File: src/rtl/onehot_sequencer.sv
// onehot_sequencer: registered binary-to-one-hot select with wrap-around
// stepping. It holds an index/valid pair. onehot is decoded from the next
// index and registered, so no input has a combinational path to any output.
module onehot_sequencer #(
  parameter int WIDTH = 4,
  parameter int DEPTH = 16
) (
  input  logic             clk,
  input  logic             rst_n,
  input  logic             en,
  input  logic [1:0]       mode,
  input  logic [WIDTH-1:0] binary,
  output logic [DEPTH-1:0] onehot,
  output logic [WIDTH-1:0] index,
  output logic             valid_out,
  output logic             range_err,
  output logic             wrap
);

  typedef enum logic [1:0] {
    MODE_HOLD      = 2'b00,
    MODE_LOAD      = 2'b01,
    MODE_STEP_UP   = 2'b10,
    MODE_STEP_DOWN = 2'b11
  } mode_e;

  localparam logic [WIDTH-1:0] LAST_IDX = WIDTH'(DEPTH - 1);
  localparam logic [WIDTH-1:0] ONE      = WIDTH'(1);

  logic [WIDTH-1:0] index_q,     index_d;
  logic             valid_q,     valid_d;
  logic [DEPTH-1:0] onehot_q,    onehot_d;
  logic             range_err_q, range_err_d;
  logic             wrap_q,      wrap_d;

  // Next-state: apply the qualified command to the held select.
  always_comb begin
    // NOTE: every always_comb output gets a default first. A path that
    // leaves a variable unassigned would otherwise infer a latch.
    index_d     = index_q;
    valid_d     = valid_q;
    range_err_d = 1'b0;
    wrap_d      = 1'b0;

    if (en) begin
      unique case (mode_e'(mode))
        MODE_LOAD: begin
          if (int'(binary) < DEPTH) begin
            index_d = binary;
            valid_d = 1'b1;
          end else begin
            index_d     = '0;
            valid_d     = 1'b0;
            range_err_d = 1'b1;
          end
        end
        MODE_STEP_UP: begin
          if (valid_q) begin
            if (index_q == LAST_IDX) begin
              index_d = '0;
              wrap_d  = 1'b1;
            end else begin
              index_d = index_q + ONE;
            end
          end
        end
        MODE_STEP_DOWN: begin
          if (valid_q) begin
            if (index_q == '0) begin
              index_d = LAST_IDX;
              wrap_d  = 1'b1;
            end else begin
              index_d = index_q - ONE;
            end
          end
        end
        default: ; // MODE_HOLD: keep select, pulses already cleared
      endcase
    end
  end

  // Decode the next index so the registered onehot matches index exactly.
  // Bits at DEPTH and above do not exist, so the rotation is modulo DEPTH.
  always_comb begin
    onehot_d = '0;
    for (int i = 0; i < DEPTH; i++) begin
      onehot_d[i] = valid_d && (int'(index_d) == i);
    end
  end

  // State and pulse registers. Reset clears the select immediately.
  always_ff @(posedge clk or negedge rst_n) begin
    if (!rst_n) begin
      index_q     <= '0;
      valid_q     <= 1'b0;
      onehot_q    <= '0;
      range_err_q <= 1'b0;
      wrap_q      <= 1'b0;
    end else begin
      // NOTE: sequential state uses non-blocking assignments. Every flop
      // then samples its pre-edge value, whatever the statement order.
      index_q     <= index_d;
      valid_q     <= valid_d;
      onehot_q    <= onehot_d;
      range_err_q <= range_err_d;
      wrap_q      <= wrap_d;
    end
  end

  assign onehot    = onehot_q;
  assign index     = index_q;
  assign valid_out = valid_q;
  assign range_err = range_err_q;
  assign wrap      = wrap_q;

endmodule

File: config.mk
export PLATFORM = sky130hd
export DESIGN_NAME = onehot_sequencer
export DESIGN_NICKNAME = d
export VERILOG_FILES = /design/src/rtl/onehot_sequencer.sv
export SDC_FILE = /design/constraint.sdc
export NUM_CORES = 1
export LEC_CHECK = 0
export ABC_AREA = 1
export BUFFER_PORTS_ARGS = -buffer_cell sky130_fd_sc_hd__buf_2
export CAP_MARGIN = 20
export CORE_UTILIZATION = 50
export DETAILED_ROUTE_END_ITERATION = 8
export PLACE_DENSITY = 0.85
export SKIP_CTS_REPAIR_TIMING = 1
export SLEW_MARGIN = 20
export SYNTH_ARGS = -nofsm -noshare
export SYNTH_HDL_FRONTEND = slang
export SYNTH_SLANG_ARGS = --single-unit
File: constraint.sdc
create_clock -name clk -period 1.8 [get_ports clk]
set_input_delay 0.09 -clock clk [delete_from_list [all_inputs] [get_ports clk]]
set_output_delay 0.09 -clock clk [all_outputs]
set_load 0.05 [all_outputs]
==> results of run 1 <==
==> layer usage <==
layer  up-vias  GRT usage, %
li1        493             -
met1       497         28.98
met2        58         35.16
met3         4         6.542
met4         0         4.412
met5         -             0
==> final timing paths <==
kind,from,end,slack (ns),depth (start not counted)
setup / recovery,index[0]$_DFF_PN0_,onehot[13]$_DFF_PN0_,0.04,10
hold / removal,mode[1],wrap$_DFF_PN0_,0.12,3
setup reg to reg,index[0]$_DFF_PN0_,onehot[13]$_DFF_PN0_,0.04,10
hold reg to reg,index[1]$_DFF_PN0_,index[1]$_DFF_PN0_,0.65,2
max in group asynchronous,rst_n,index[0]$_DFF_PN0_,1.21,2
min in group asynchronous,rst_n,onehot[10]$_DFF_PN0_,0.25,2
==> cell type report <==
class	instances	area [um2]
fill	162	620.6
sequential	22	553.0
multi-input combinational	97	508.0
timing repair buffer	35	190.2
inverter	17	63.81
tap	27	33.78
clock inverter	1	30.03
clock buffer	3	22.52
==> registers in the layout (all words and copies together), names as in the netlist <==
signal	cells
index	4
onehot	16
valid_out	1
wrap	1
==> cell usage in the layout (no fill, tap or decap), types with 3 or more instances in the layout <==
cell,n
nand2_1,30
buf_2,30
nor2_1,24
dfrtp_1,20
inv_1,13
nand2_2,10
nand3_1,9
nor2_2,7
inv_2,4
buf_4,4
clkbuf_4,3
==> power by group through the flow <==
stage	logic (mW)	registers [mW]	clock network, mW
floorplan	0.224	0.787	0
global placement	0.532	0.599	0
detailed placement	0.541	0.599	0
CTS	0.541	0.591	0.376
global route	0.645	0.594	0.396
finish	0.601	0.588	0.373
==> worst register-to-register path: stages, from the launching register on <==
cell,delay (ns)
dfrtp_2,0.45
inv_2,0.10
ha_1,0.17
inv_1,0.06
nor2_2,0.11
nand2_2,0.08
o21ai_1,0.14
nand2_1,0.13
a21oi_4,0.22
nand2_2,0.11
nor2_1,0.14
==> kinds of logic after synthesis <==
group | count (synthesis)
AO/OA/AOI/OAI | 7
adder cells (fa/ha/maj) | 2
buffers and inverters | 19
flip-flops | 22
other | 1
AND/OR/NAND/NOR | 87
==> flow_summary.toml, run 1 <==
[outcome]
status = "finished, final reports clean"

[synthesis]
yosys.cell_types.count = 21
synth_compound_area_share_pct = 5.650
synth_edf_count = 0
seq_area_frac_synth_pct = 49.72
async_flop_share_pct = 100.0
synthCells = 138
synth_flop_cell = "dfrtp_1"
avgSynthCellArea_um2 = 8.024
ys_ff_latch = 22
synth.most_common_cell = "nand2_1"
synthAdderAreaFrac_pct = 2.260
synth_area_um2 = 1107
synth_fp_nets = 149
yosys.area_share.simple_pct = 35.14
synth-xor-area-share_pct = 0
ys_top_cells_by_area = "dfrtp_1 (50%), nand2_1 (13%), nor2_1 (8.8%), inv_1 (4.7%), nand3_1 (4.5%)"
synthTopCellsByCount = "nand2_1 (37), nor2_1 (26), dfrtp_1 (22)"
netlist.area_leader.share_pct = 49.72
yosys-mux-area-fraction_pct = 0
synth_top_family_by_area = "simple AND/OR/NAND/NOR gates"
synth.largest_area_cell = "dfrtp_1"
yosysWarnings = 0

[route]
drc_errors = 0
firstDrtPassIters = 4
wl_met1_um = 1009
wl_met2_um = 1264
antenna_left = 0
drt-vias-per-instance = 5.208
wl_per_cell_um = 12.57
wl_met3_um = 249
top_layer_used = "met4"
vias = 1052
drt_iter0_markers = 51
route.final.wire_length_um = 2539

[pwr]
p_sw_mw = 0.6314
swShare_pct = 40.45
p_int_mw = 0.9296
ir_drop_uv = 753.4
p_seq_share_pct = 37.6
p_total_mw = 1.561
p_clk_share_pct = 23.9
p_comb_share_pct = 38.5
p_per_area_nw_per_um2 = 1114
power_leakage_nw = 0.7947

[grt]
antenna_found_initial = 0
grt_max_degree = 23
grt_pass1_vias = 919
grt_use_total_pct = 21.81
grt_pass1_wl_um = 4002
grt_overflow = 0

[timing]
finalSetupViolations = 0
setup_tns_ns = 0
period_minus_slack_ns = 1.763
post-route-period-util_pct = 97.93
hold_slack_ns = 0.1171
maxSlewViolCount = 0
layout_setup_ws_ns = 0.03733
max_freq_mhz = 567.3
hold_viol = 0
clock_skew_ns = 0.004141

[critical_path]
cpMaxStageDelayCell = "dfrtp_2"
critical_path.top_delay_family = "simple AND/OR/NAND/NOR gates"
cp-end-kind = "flip-flop"
arrival_ns = 2.00
cp_slowest_stage_delay_ns = 0.45
worst-path-buf-inv = 2
worstPathMaxFanout = 5
cpMostUsedCell = "nand2_2"
worstPathCellList = "inv_2, ha_1, inv_1, nor2_2, nand2_2, o21ai_1, nand2_1, a21oi_4, nand2_2, nor2_1"
criticalPathCategory = "reg -> reg"
worstPathRequired_ns = 2.04
crit_path_start_kind = "flip-flop"

[clock_network]
clkLatencyLatePin_ns = 0.30
clk_pin_slew_ns = 0.12
clock_sinks = 22
clockBufferDepth = 2
htree_levels = 1
cts_root_buf = "clkbuf_4"
cts_tree = "yes"
numCtsBuffers = 3

[floorplan]
fp.dieW_um = 49.06
dieArea_um2 = 2407
start_util_pct = 54.76
core_area_um2 = 2022
io_pins = 32
rows = 16
fp.dieH_um = 49.06

[finish]
n_antenna_cell = 0
fin_nets = 187
final_cells = 202
area_growth_pct = 26.55
drive_gt1_share_pct = 40.57
fin_area_um2 = 1401
fin_util_pct = 69.31

[placed_design]
place_congestion = 0.8576
dpl_cell_area_um2 = 1281
portBuffers = 30
dp_slack_ns = 0.02043
placedCellCount = 193
dp_hpwl_um = 1843

[worst_hold_path]
hold_class = "in -> reg"

[flow_run]
drv_cap = 0
No activity file was read; power rests on OpenSTA's default activity.
==> inputs of run 2 (changes only) <==
--- a/config.mk
+++ b/config.mk
@@ -5,12 +5,12 @@
 export SDC_FILE = /design/constraint.sdc
 export NUM_CORES = 1
 export LEC_CHECK = 0
-export ABC_AREA = 1
 export BUFFER_PORTS_ARGS = -buffer_cell sky130_fd_sc_hd__buf_2
 export CAP_MARGIN = 20
-export CORE_UTILIZATION = 50
+export CORE_MARGIN = 1.5
+export CORE_UTILIZATION = 51
 export DETAILED_ROUTE_END_ITERATION = 8
-export PLACE_DENSITY = 0.85
+export PLACE_DENSITY = 0.86
 export SKIP_CTS_REPAIR_TIMING = 1
 export SLEW_MARGIN = 20
 export SYNTH_ARGS = -nofsm -noshare
==> run 2 against run 1 <==
Net effect: the flow now finishes with violations (negative setup slack); routed wire length is 30% higher; total power is 33% higher; final cell count is 11% lower; non-clock buffer count is 16 higher; sequential cell count stayed put.
==> flow_summary.toml, run 2 <==
[outcome]
status = "finished with violations"
violations = "negative setup slack"

[critical_path]
worstPathRequired_ns = 2.00
cp-end-kind = "flip-flop"
worstPathMaxFanout = 9
cp_slowest_stage_delay_ns = 0.46
r2r_slack_ns = -0.21
worst-path-buf-inv = 2
r2r-start = "index[1]$_DFF_PN0_"
crit_path_start_kind = "flip-flop"
criticalPathCategory = "reg -> reg"
r2r-end = "onehot[10]$_DFF_PN0_"
arrival_ns = 2.21
worstRegToRegCells = 7
cpMaxStageDelayCell = "dfrtp_2"
critical_path.top_delay_family = "compound AO/OA/AOI/OAI gates"
worstPathCellList = "inv_2, ha_4, nor4bb_4, o211a_1, o22ai_4, inv_4, a2111oi_2"

[worst_hold_path]
holdPathStages = 3
hold_class = "in -> reg"
min_to = "valid_out$_DFF_PN0_"
min_from = "en"

[timing]
relSlewSlack_pct = 39.90
setup_tns_ns = -2.412
hold_slack_ns = 0.1537
maxSlewViolCount = 0
clock_skew_ns = 0.003607
period_minus_slack_ns = 2.012
max_freq_mhz = 497.0
post-route-period-util_pct = 111.8
worst_pin_slew_ns = 0.8986
layout_setup_ws_ns = -0.2119
hold_viol = 0
rsz0062_at_grt = "true"
finalSetupViolations = 17

[grt]
grt_use_total_pct = 21.91
grt_pass1_vias = 968
grt_max_degree = 23
grt_pass1_wl_um = 4291
grt_overflow = 0
antenna_found_initial = 0

[floorplan]
rows = 17
start_util_pct = 54.13
fp.dieH_um = 51.46
io_pins = 32
dieArea_um2 = 2648
fp.dieW_um = 51.46
core_area_um2 = 2212

[finish]
final_cells = 179
layout_commonest_cell = "buf_2"
area_growth_pct = 46.92
fin_nets = 163
layout_common_cells = "buf_2 (30), dfrtp_1 (20), buf_4 (18)"
largest_reg_flops = 16
drive_gt1_share_pct = 62.91
n_antenna_cell = 0
fin_util_pct = 79.52

[synthesis]
netlist.area_leader.share_pct = 45.98
yosys.cell_types.count = 46
seq_area_frac_synth_pct = 45.98
synth_area_um2 = 1197
synthTopCellsByCount = "dfrtp_1 (22), inv_1 (5), nand2_1 (5)"
synth.largest_area_cell = "dfrtp_1"
synthCells = 102
synth_flop_cell = "dfrtp_1"
async_flop_share_pct = 100.0
synth_edf_count = 0
yosysWarnings = 0
synth_fp_nets = 113
synth.most_common_cell = "dfrtp_1"
ys_top_cells_by_area = "dfrtp_1 (46%), a2111oi_2 (5.0%), nor4_2 (4.2%), a2111oi_1 (3.3%), a22o_1 (2.2%)"
avgSynthCellArea_um2 = 11.74
ys_ff_latch = 22

[flow_run]
drv_cap = 0

[placed_design]
portBuffers = 30
dp_slack_ns = -0.3246
dp_hpwl_um = 1993
place_congestion = 0.8718
placedCellCount = 166

[clock_network]
cts_root_buf = "clkbuf_4"
clkLatencyLatePin_ns = 0.31
htree_levels = 1
clock_sinks = 22
clockBufferDepth = 2
clk_pin_slew_ns = 0.13
numCtsBuffers = 3
cts_tree = "yes"

[pwr]
p_per_area_nw_per_um2 = 1176
ir_drop_uv = 848.5
power_leakage_nw = 0.7986

[route]
drc_errors = 0
firstDrtPassIters = 6
vias = 1071
drt_iter0_markers = 17
route.final.wire_length_um = 3304
antenna_left = 0
drt-vias-per-instance = 5.983
wl_per_cell_um = 18.46
==> run 2: cell types whose count changed after synthesis, moves of 5 or more <==
cell / delta
nand3_1: -9
inv_1: -9
nand2_1: -32
nor2_1: -25
nor2_2: -5
==> run 2: kinds of logic (layout without fill, tap and decap cells) <==
logic type,count (synthesis),after routing,share of synthesized area [%]
mux,1,1,1.254
xor+xnor,1,1,0.7316
other cells,1,1,0.3132
buf+inv,16,64,7.105
compound gates,27,28,23.72
simple gates,32,32,18.81
fa+ha+maj,2,2,2.090
flops,22,22,45.98
==> run 2: layer usage <==
layer / share of wire [%] / global-route usage, % / routed length, um
met1: 42 / 26.93 / 1378
met2: 53 / 39.32 / 1738
met3: 3.2 / 2.632 / 107
met4: 2.4 / 7.456 / 79
met5: 0 / 0 / 0
==> run 2: report_power, final <==
| part | switching [mW] | internal, mW |
|---|---|---|
| sequential | 0.0632 | 0.566 |
| clock | 0.152 | 0.123 |
| combinational | 0.758 | 0.407 |
==> run 2: metrics by stage <==
| stage | power (mW) | area [um2] |
|---|---|---|
| final | 2.070 | 1759 |
| after global routing | 2.157 | 1759 |
| after CTS | 1.776 | 1483 |
| after detailed placement | 1.512 | 1446 |
| after global placement | 1.484 | 1446 |
| after floorplan | 1.270 | 1210 |
==> run 2: final cells by class <==
class                      count  area [um2]
inverter                       9       48.80
tap                           28       35.03
sequential                    22       555.5
fill                         133       452.9
clock buffer                   4       36.28
multi-input combinational     65       757.0
timing repair buffer          51       326.6
==> run 2: worst min-delay path: stages <==
cell	delay [ns]
buf_2	0.18
nand2_1	0.11
nand2b_1	0.06
==> run 2: worst max-delay path by stage <==
stage	startpoint	endpoint	slack, ns	cells after the start
floorplan	index[0]$_DFF_PN0_	onehot[10]$_DFF_PN0_	-0.27	6
global placement	index[1]$_DFF_PN0_	onehot[6]$_DFF_PN0_	-0.21	7
detailed placement	index[0]$_DFF_PN0_	onehot[5]$_DFF_PN0_	-0.32	6
CTS	index[0]$_DFF_PN0_	onehot[5]$_DFF_PN0_	-0.37	6
global route	index[1]$_DFF_PN0_	onehot[6]$_DFF_PN0_	-0.28	7
finish	index[1]$_DFF_PN0_	onehot[10]$_DFF_PN0_	-0.21	7
==> inputs of run 3 (changes only) <==
--- a/config.mk
+++ b/config.mk
@@ -7,10 +7,12 @@
 export LEC_CHECK = 0
 export BUFFER_PORTS_ARGS = -buffer_cell sky130_fd_sc_hd__buf_2
 export CAP_MARGIN = 20
+export CORE_ASPECT_RATIO = 2
 export CORE_MARGIN = 1.5
-export CORE_UTILIZATION = 51
+export CORE_UTILIZATION = 29
 export DETAILED_ROUTE_END_ITERATION = 8
-export PLACE_DENSITY = 0.86
+export MAX_ROUTING_LAYER = met4
+export PLACE_DENSITY = 0.57
 export SKIP_CTS_REPAIR_TIMING = 1
 export SLEW_MARGIN = 20
 export SYNTH_ARGS = -nofsm -noshare
==> run 3 against run 2 <==
Net effect: the run still ends with negative setup slack left; sequential share of layout area decreased by 3.6 points; clock power increased by 67%; final area increased by 13%; non-clock buffer count increased by 11; register-to-register slack got worse by 0.07 ns.
==> flow_summary.toml, run 3 (synthesis gave the netlist of run 2 again) <==
[route]
antenna_left = 0
firstDrtPassIters = 4
vias = 1113
route.final.wire_length_um = 3585
drc_errors = 0
wl_per_cell_um = 16.75
drt-vias-per-instance = 5.201
drt_iter0_markers = 30

[finish]
area_growth_pct = 65.94
nFillCells = 374
register_area_um2 = 555.5
layout_commonest_cell = "buf_2"
largest_reg_flops = 16
n_antenna_cell = 0
multiInputGateArea_um2 = 797.0
drive_gt1_share_pct = 65.64
layout_common_cells = "buf_2 (30), buf_4 (23), dfrtp_1 (20)"
fin_nets = 175
fin_area_um2 = 1987

[timing]
max_freq_mhz = 480.0
setup_tns_ns = -3.252
hold_viol = 0
finalSetupViolations = 18
post-route-period-util_pct = 115.7
maxSlewViolCount = 0
clock_skew_ns = 0.003279
relSlewSlack_pct = 40.21
layout_setup_ws_ns = -0.2834
period_minus_slack_ns = 2.083
hold_slack_ns = 0.2219
rsz0062_at_grt = "true"
worst_pin_slew_ns = 0.8941

[flow_run]
drv_cap = 0

[clock_network]
numCtsBuffers = 3
cts_tree = "yes"
clockBufferDepth = 2
clkLatencyLatePin_ns = 0.26
cts_root_buf = "clkbuf_8"
clock_sinks = 22
clk_pin_slew_ns = 0.08
htree_levels = 1

[outcome]
violations = "negative setup slack"
status = "finished with violations"

[critical_path]
criticalPathCategory = "reg -> reg"
arrival_ns = 2.21
crit_path_start_kind = "flip-flop"
worstPathRequired_ns = 1.93
cp-end-kind = "flip-flop"
worstPathMaxFanout = 5

[grt]
grt_overflow = 0
grt_pass1_wl_um = 4795
antenna_found_initial = 0
grt_max_degree = 23
grt_use_total_pct = 14.16
grt_pass1_vias = 1020

[placed_design]
dpl_cell_area_um2 = 1513
place_congestion = 0.8720
portBuffers = 30
dp_hpwl_um = 2278

[floorplan]
fp.dieW_um = 48.44
fp.dieH_um = 93.87
rows = 32
dieArea_um2 = 4547
core_area_um2 = 3924
start_util_pct = 30.52
io_pins = 32

[worst_hold_path]
hold_class = "in -> reg"

[pwr]
p_per_area_nw_per_um2 = 1225
p_total_mw = 2.434
ir_drop_uv = 657.5
power_leakage_nw = 0.8869
[run 3: changes by cell type in the layout (fill, tap and decap cells not counted), moves of 2 or more]
cell and delta:
nor4_2 -3, clkbuf_4 -3, buf_6 +6, nor4_4 +3, clkbuf_8 +2, buf_4 +5
[run 3: metal layers]
layer / GRT usage [%] / share of wire [%] / wire (um)
met5: - / 0 / 0
met4: 7.381 / 2.0 / 73
met3: 2.070 / 2.1 / 75
met2: 26.62 / 62 / 2207
met1: 13.84 / 34 / 1229
[run 3: worst paths after layout]
kind	startpoint	end	cells after the start	slack, ns
max in group asynchronous	rst_n	index[0]$_DFF_PN0_	2	1.09
max	index[0]$_DFF_PN0_	onehot[14]$_DFF_PN0_	5	-0.28
min reg2reg	index[1]$_DFF_PN0_	index[1]$_DFF_PN0_	2	0.72
min	en	valid_out$_DFF_PN0_	3	0.22
min in group asynchronous	rst_n	index[2]$_DFF_PN0_	2	0.33
max reg2reg	index[0]$_DFF_PN0_	onehot[14]$_DFF_PN0_	5	-0.28
[run 3: worst max-delay path: stages (launching register included)]
cell,delay [ns]
dfrtp_4,0.52
ha_4,0.18
and3_4,0.18
or4b_4,0.57
o211a_4,0.21
a2111oi_2,0.29
[run 3: cell type report]
class / instances / area share (%)
Timing Repair inverter: 1 / 0.4408
Inverter: 9 / 2.960
Multi-Input combinational cell: 65 / 40.11
Sequential cell: 22 / 27.96
Timing Repair Buffer: 62 / 21.73
Tap cell: 51 / 3.212
Clock inverter: 1 / 1.511
Clock buffer: 3 / 2.078
[run 3: through the flow]
stage | worst slack, ns | cells | utilization [%]
global route | -0.3172 | 214 | 50.64
floorplan | -0.2718 | 102 | -
finish | -0.2834 | 214 | 50.64
detailed placement | -0.3532 | 194 | 38.55
global placement | -0.2799 | 194 | 38.55
CTS | -0.3708 | 198 | 40.37
[run 3: power by group]
part / switching [mW] / internal, mW / total [mW]
Clock: 0.163 / 0.297 / 0.460
Combinational: 0.826 / 0.523 / 1.35
Sequential: 0.0581 / 0.567 / 0.625
Total: 1.05 / 1.39 / 2.43
